[src/rtl/fifo_rst_sched.sv]
// Reset scheduler for the readout FIFO bank: gathers reset requests, batches them and
// runs quiesce -> reset pulse -> settle -> acknowledge, starting with a power-up pass.
module fifo_rst_sched #(
    parameter int NREQ       = 4,
    parameter int QUIET_CYC  = 4,
    parameter int RST_CYC    = 10,
    parameter int SETTLE_CYC = 15
) (
    input  logic            CLK,
    input  logic            RST,
    input  logic [NREQ-1:0] REQ,
    output logic [NREQ-1:0] ACK,
    output logic [NREQ-1:0] SERVING,
    output logic            FIFO_RST,
    output logic            FIFO_EN,
    output logic            BUSY,
    output logic            READY,
    output logic [2:0]      DBG_STATE
);

    typedef enum logic [2:0] {
        S_IDLE   = 3'd0,
        S_QUIET  = 3'd1,
        S_ASSERT = 3'd2,
        S_SETTLE = 3'd3,
        S_ACKS   = 3'd4
    } state_t;

    localparam logic [7:0] QUIET_LAST  = 8'(QUIET_CYC - 1);
    localparam logic [7:0] RST_LAST    = 8'(RST_CYC - 1);
    localparam logic [7:0] SETTLE_LAST = 8'(SETTLE_CYC - 1);

    state_t          state;
    state_t          state_nx;
    logic [7:0]      count;
    logic [NREQ-1:0] pending;
    logic [NREQ-1:0] snapshot;
    logic [NREQ-1:0] snapshot_nx;
    logic            take;

    assign DBG_STATE = state;

    always_comb begin
        state_nx    = state;
        snapshot_nx = snapshot;
        take        = 1'b0;
        case (state)
            S_IDLE: begin
                if (|pending) begin
                    take        = 1'b1;
                    snapshot_nx = pending;
                    state_nx    = S_QUIET;
                end
            end
            S_QUIET: begin
                if (count == QUIET_LAST) state_nx = S_ASSERT;
            end
            S_ASSERT: begin
                if (count == RST_LAST) state_nx = S_SETTLE;
            end
            S_SETTLE: begin
                if (count == SETTLE_LAST) state_nx = S_ACKS;
            end
            S_ACKS: begin
                // Requests that arrived during the sequence start the next batch without re-enabling the FIFOs.
                if (|pending) begin
                    take        = 1'b1;
                    snapshot_nx = pending;
                    state_nx    = S_QUIET;
                end else begin
                    snapshot_nx = '0;
                    state_nx    = S_IDLE;
                end
            end
            default: begin
                state_nx    = S_ASSERT;
                snapshot_nx = '0;
            end
        endcase
    end

    // Outputs are decoded from the next state so they move on the same edge as the state.
    always_ff @(posedge CLK or posedge RST) begin
        if (RST) begin
            state    <= S_ASSERT;
            count    <= 8'd0;
            pending  <= '0;
            snapshot <= '0;
            FIFO_RST <= 1'b1;
            FIFO_EN  <= 1'b0;
            BUSY     <= 1'b1;
            READY    <= 1'b0;
            ACK      <= '0;
            SERVING  <= '0;
        end else begin
            state    <= state_nx;
            count    <= (state_nx != state) ? 8'd0 : count + 8'd1;
            pending  <= (pending & ~(take ? snapshot_nx : '0)) | REQ;
            snapshot <= snapshot_nx;
            FIFO_RST <= (state_nx == S_ASSERT);
            FIFO_EN  <= (state_nx == S_IDLE);
            BUSY     <= (state_nx != S_IDLE);
            READY    <= READY | (state == S_ACKS);
            ACK      <= (state_nx == S_ACKS) ? snapshot_nx : '0;
            SERVING  <= snapshot_nx;
        end
    end

endmodule

[config.mk]
export PLATFORM = sky130hd
export DESIGN_NAME = fifo_rst_sched
export DESIGN_NICKNAME = d
export VERILOG_FILES = /design/src/rtl/fifo_rst_sched.sv
export SDC_FILE = /design/constraint.sdc
export NUM_CORES = 1
export LEC_CHECK = 0
export BUFFER_PORTS_ARGS = -buffer_cell sky130_fd_sc_hd__buf_2
export CORE_MARGIN = 2
export CORE_UTILIZATION = 57
export DETAILED_ROUTE_END_ITERATION = 16
export PLACE_DENSITY = 0.84
export RECOVER_POWER = 25
export SYNTH_ARGS = -nofsm -noshare
export SYNTH_HDL_FRONTEND = slang
export SYNTH_SLANG_ARGS = --single-unit
[constraint.sdc]
create_clock -name CLK -period 3.9 [get_ports CLK]
set_clock_uncertainty 0.05 [all_clocks]
set_input_delay 0.195 -clock CLK [delete_from_list [all_inputs] [get_ports CLK]]
set_output_delay 0.195 -clock CLK [all_outputs]
set_load 0.1 [all_outputs]
==> impl_table.tex <==
\begin{tabular}{lr}
\hline
Metric & Value \\
\hline
\multicolumn{2}{l}{\textbf{Status}} \\
Run status & complete, but fails checks \\
Violations in the final reports & negative hold slack \\
\multicolumn{2}{l}{\textbf{Worst setup path}} \\
CP Max Fanout & 8 \\
Family with the most delay on the worst path & simple AND/OR/NAND/NOR gates \\
Crit. Startpoint & pending[0] \\
Worst reg2reg path startpoint & pending[0] \\
Worst endpoint data arrival time & 2.17 ns \\
Cell-by-cell listing of the critical path & or4\_4, and2\_1, or2\_0, nor3\_2 \\
Critical Path Sink Type & register \\
Data required time of the critical path & just over 4 ns \\
Worst setup path class & reg2reg \\
Startpoint Class & register \\
Max stage delay on crit path & 0.56 ns \\
Buf/Inv on CP & 0 \\
Slowest CP cell & sky130\_fd\_sc\_hd\_\_or4\_4 \\
\multicolumn{2}{l}{\textbf{Yosys}} \\
Number of enable flip-flop cells after synthesis & 0 \\
Proportion of synthesized flip-flops having asynchronous set or reset & 100\% \\
Number of nets produced by synthesis & between 100 and 150 \\
Dominant combinational cell family by area after synthesis & simple AND/OR/NAND/NOR gates \\
Sequential fraction of the synthesis area & 57.2\% \\
Simple-Gate Fraction of Synth Area & 21.6\% \\
Post-Syn Area & 0.00119 mm2 \\
Count of yosys warnings during synthesis & 0 \\
Main flop type after synthesis & sky130\_fd\_sc\_hd\_\_dfrtp\_1 \\
Mux contribution to synthesized area & 0\% \\
Average instance area after synthesis & approximately 12 um2 \\
Number of cells produced by synthesis & a little under 100 \\
Area fraction in compound gates after synthesis & between 10\% and 20\% \\
Synth unique cells & 34 \\
Post-Synth Adder-Cell Area & 3.16\% \\
Post-Synth XOR/XNOR Area & around 4.4\% \\
Seq cells post-synth & 27 \\
\multicolumn{2}{l}{\textbf{Clock network}} \\
Clock tree from TritonCTS & yes \\
CTS root buf & sky130\_fd\_sc\_hd\_\_clkbuf\_4 \\
Worst-Skew Late Latency & approximately 0.33 ns \\
Max Root-Sink Buffers & 2 \\
TritonCTS buffer count & 3 \\
Number of sinks driven by the clock tree & 27 \\
\# Post-CTS Setup Buffers & 0 \\
CTS H-tree lvls & 1 \\
CTS clk-pin slew, worst paths & between 0.1 and 0.15 ns \\
\multicolumn{2}{l}{\textbf{Flow run}} \\
Max-capacitance violation count & 0 \\
\multicolumn{2}{l}{\textbf{Global route}} \\
Overall overflow remaining after global route & 0 \\
Vias in the first global route & 808 \\
Global-route wire length before repair & between 4 and 5 mm \\
Number of antenna violations at the first check in global routing & 0 \\
Tot GR Track Use & $\sim$22\% \\
Pin count of the biggest net entering global routing & 28 \\
\multicolumn{2}{l}{\textbf{Route}} \\
Via count & between 800 and 900 \\
Residual antenna-violating net count after detailed routing & 0 \\
Drt via density & roughly 5.4 \\
Number of remaining DRC errors & 0 \\
Count of TritonRoute iterations in the first routing pass & 4 \\
Starting DRC count in detailed routing & 7 \\
Average routed wire per standard cell & $\sim$14 um \\
Total routed wirelength & roughly 2.1 mm \\
\multicolumn{2}{l}{\textbf{Layout}} \\
Fillers & approximately 150 \\
Share of layout cells above drive strength 1 & 29.6\% \\
Nets & 135 \\
Most frequent standard cell in the layout excluding fill and tap cells & sky130\_fd\_sc\_hd\_\_dfrtp\_1 \\
Area Overhead vs Synth & 15.9\% \\
Most frequent cells in the layout & 24 x sky130\_fd\_sc\_hd\_\_dfrtp\_1, 20 x sky130\_fd\_sc\_hd\_\_buf\_2, 6 x sky130\_fd\_sc\_hd\_\_nor2\_1, 6 x sky130\_fd\_sc\_hd\_\_nor3\_2, 6 x sky130\_fd\_sc\_hd\_\_a21o\_1 \\
Antenna diodes & 0 \\
\multicolumn{2}{l}{\textbf{STA}} \\
RSZ-0062 raised after global routing & no \\
Endpoints failing hold & 24 \\
Shortest clock period the worst path allows after layout & a little under 2 ns \\
F\_max & approximately 510 MHz \\
Worst-margin pin slew & between 0.9 and 1 ns \\
Setup TNS after final layout & 0 ns \\
Worst hold margin & -0.0112 ns \\
Number of endpoints failing setup at the final stage & 0 \\
Max-slew headroom at the worst pin & 38.1\% \\
Number of pins exceeding their max-slew limit in the final report & 0 \\
Final worst path period share & 50.1\% \\
\multicolumn{2}{l}{\textbf{Floorplan}} \\
Initial core utilization & between 60\% and 70\% \\
Die Span X & between 40 and 50 um \\
Die outline area & 0.00246 mm2 \\
Floorplan core area & a little under 0.002 mm2 \\
Site row count & 16 \\
Boundary Pins & 21 \\
Chip height & about 50 um \\
\multicolumn{2}{l}{\textbf{Placed design}} \\
Port bufs & 20 \\
Final HPWL from detailed placement & approximately 1.5 mm \\
Placer congestion estimate & just under 0.8 \\
\multicolumn{2}{l}{\textbf{Min path}} \\
Hold crit path type & in2async \\
\hline
\end{tabular}
-- routing by layer --
| layer | global-route usage (%) | up-vias | part of all wire [%] |
|---|---|---|---|
| met5 | 0 | - | 0 |
| met4 | 8.80 | 0 | 2.0 |
| met3 | 5.15 | 5 | 5.1 |
| met2 | 31.8 | 23 | 46 |
| met1 | 31.8 | 385 | 47 |
| li1 | - | 402 | - |
-- stage by stage --
stage	utilization, %	area (um2)	instances	setup slack, ns
after floorplan	-	1190	99	1.78
after global routing	70.2	1380	152	1.77
final	70.2	1380	152	1.95
after CTS	70.2	1380	152	1.96
after global placement	66.6	1310	144	2.03
after detailed placement	66.6	1310	144	1.99
-- worst reg2reg max path, stage by stage (launching register included) --
cell                      delay (ns)
sky130_fd_sc_hd__dfrtp_1        0.44
sky130_fd_sc_hd__or4_4          0.56
sky130_fd_sc_hd__and2_1         0.19
sky130_fd_sc_hd__or2_0          0.40
sky130_fd_sc_hd__nor3_2         0.25
-- flip-flops by register name (all words and copies together), names as in the netlist --
register   count
READY          1
FIFO_EN        1
ACK            4
snapshot       4
FIFO_RST       1
BUSY           1
count          8
DBG_STATE      3
pending        4
-- final cells by class --
| cell class | instances | area (um2) | share of cell area (%) |
|---|---|---|---|
| clock inverter | 1 | 7.51 | 0.545 |
| multi-input combinational | 65 | 474 | 34.5 |
| inverter | 5 | 18.8 | 1.36 |
| clock buffer | 3 | 22.5 | 1.64 |
| sequential | 27 | 679 | 49.4 |
| timing repair buffer | 24 | 140 | 10.2 |
| tap | 27 | 33.8 | 2.45 |
-- what timing repair did --
| action | 4_1_cts | 5_1_grt |
|---|---|---|
| endpoints found under the setup margin | 0 | 0 |
| resized for setup | 0 | 0 |
| endpoints found under the hold margin | 4 | 0 |
| hold buffers | 4 | 0 |
-- synth_stat cells (all sizes together) (3+ instances only) --
library cell	instances	area, um2
a21o	6	45.0
a21oi	5	28.8
a22o	4	35.0
dfrtp	24	601
dfstp	3	78.8
ha	3	37.5
inv	5	18.8
nand3	3	15.0
nand4	3	18.8
nor2	6	22.5
nor2b	4	25.0
nor3	7	65.1
xor2	5	43.8
-- worst paths after layout --
kind	end	slack, ns	depth (start not counted)
max in group asynchronous	count[7]	3.25	2
hold reg to reg	READY	0.43	1
setup / recovery	count[4]	1.95	4
hold / removal	ACK[0]	-0.01	2
setup reg to reg	count[4]	1.95	4
min in group CLK	READY	0.43	1
-- cell families after synthesis --
kind of cell,Yosys count
compound gates,18
flops,27
fa+ha+maj,3
xor+xnor,6
buf+inv,7
simple gates,38
Power is not shown: default switching activity piles up to over one toggle a cycle in this logic, so the estimate is an artifact.
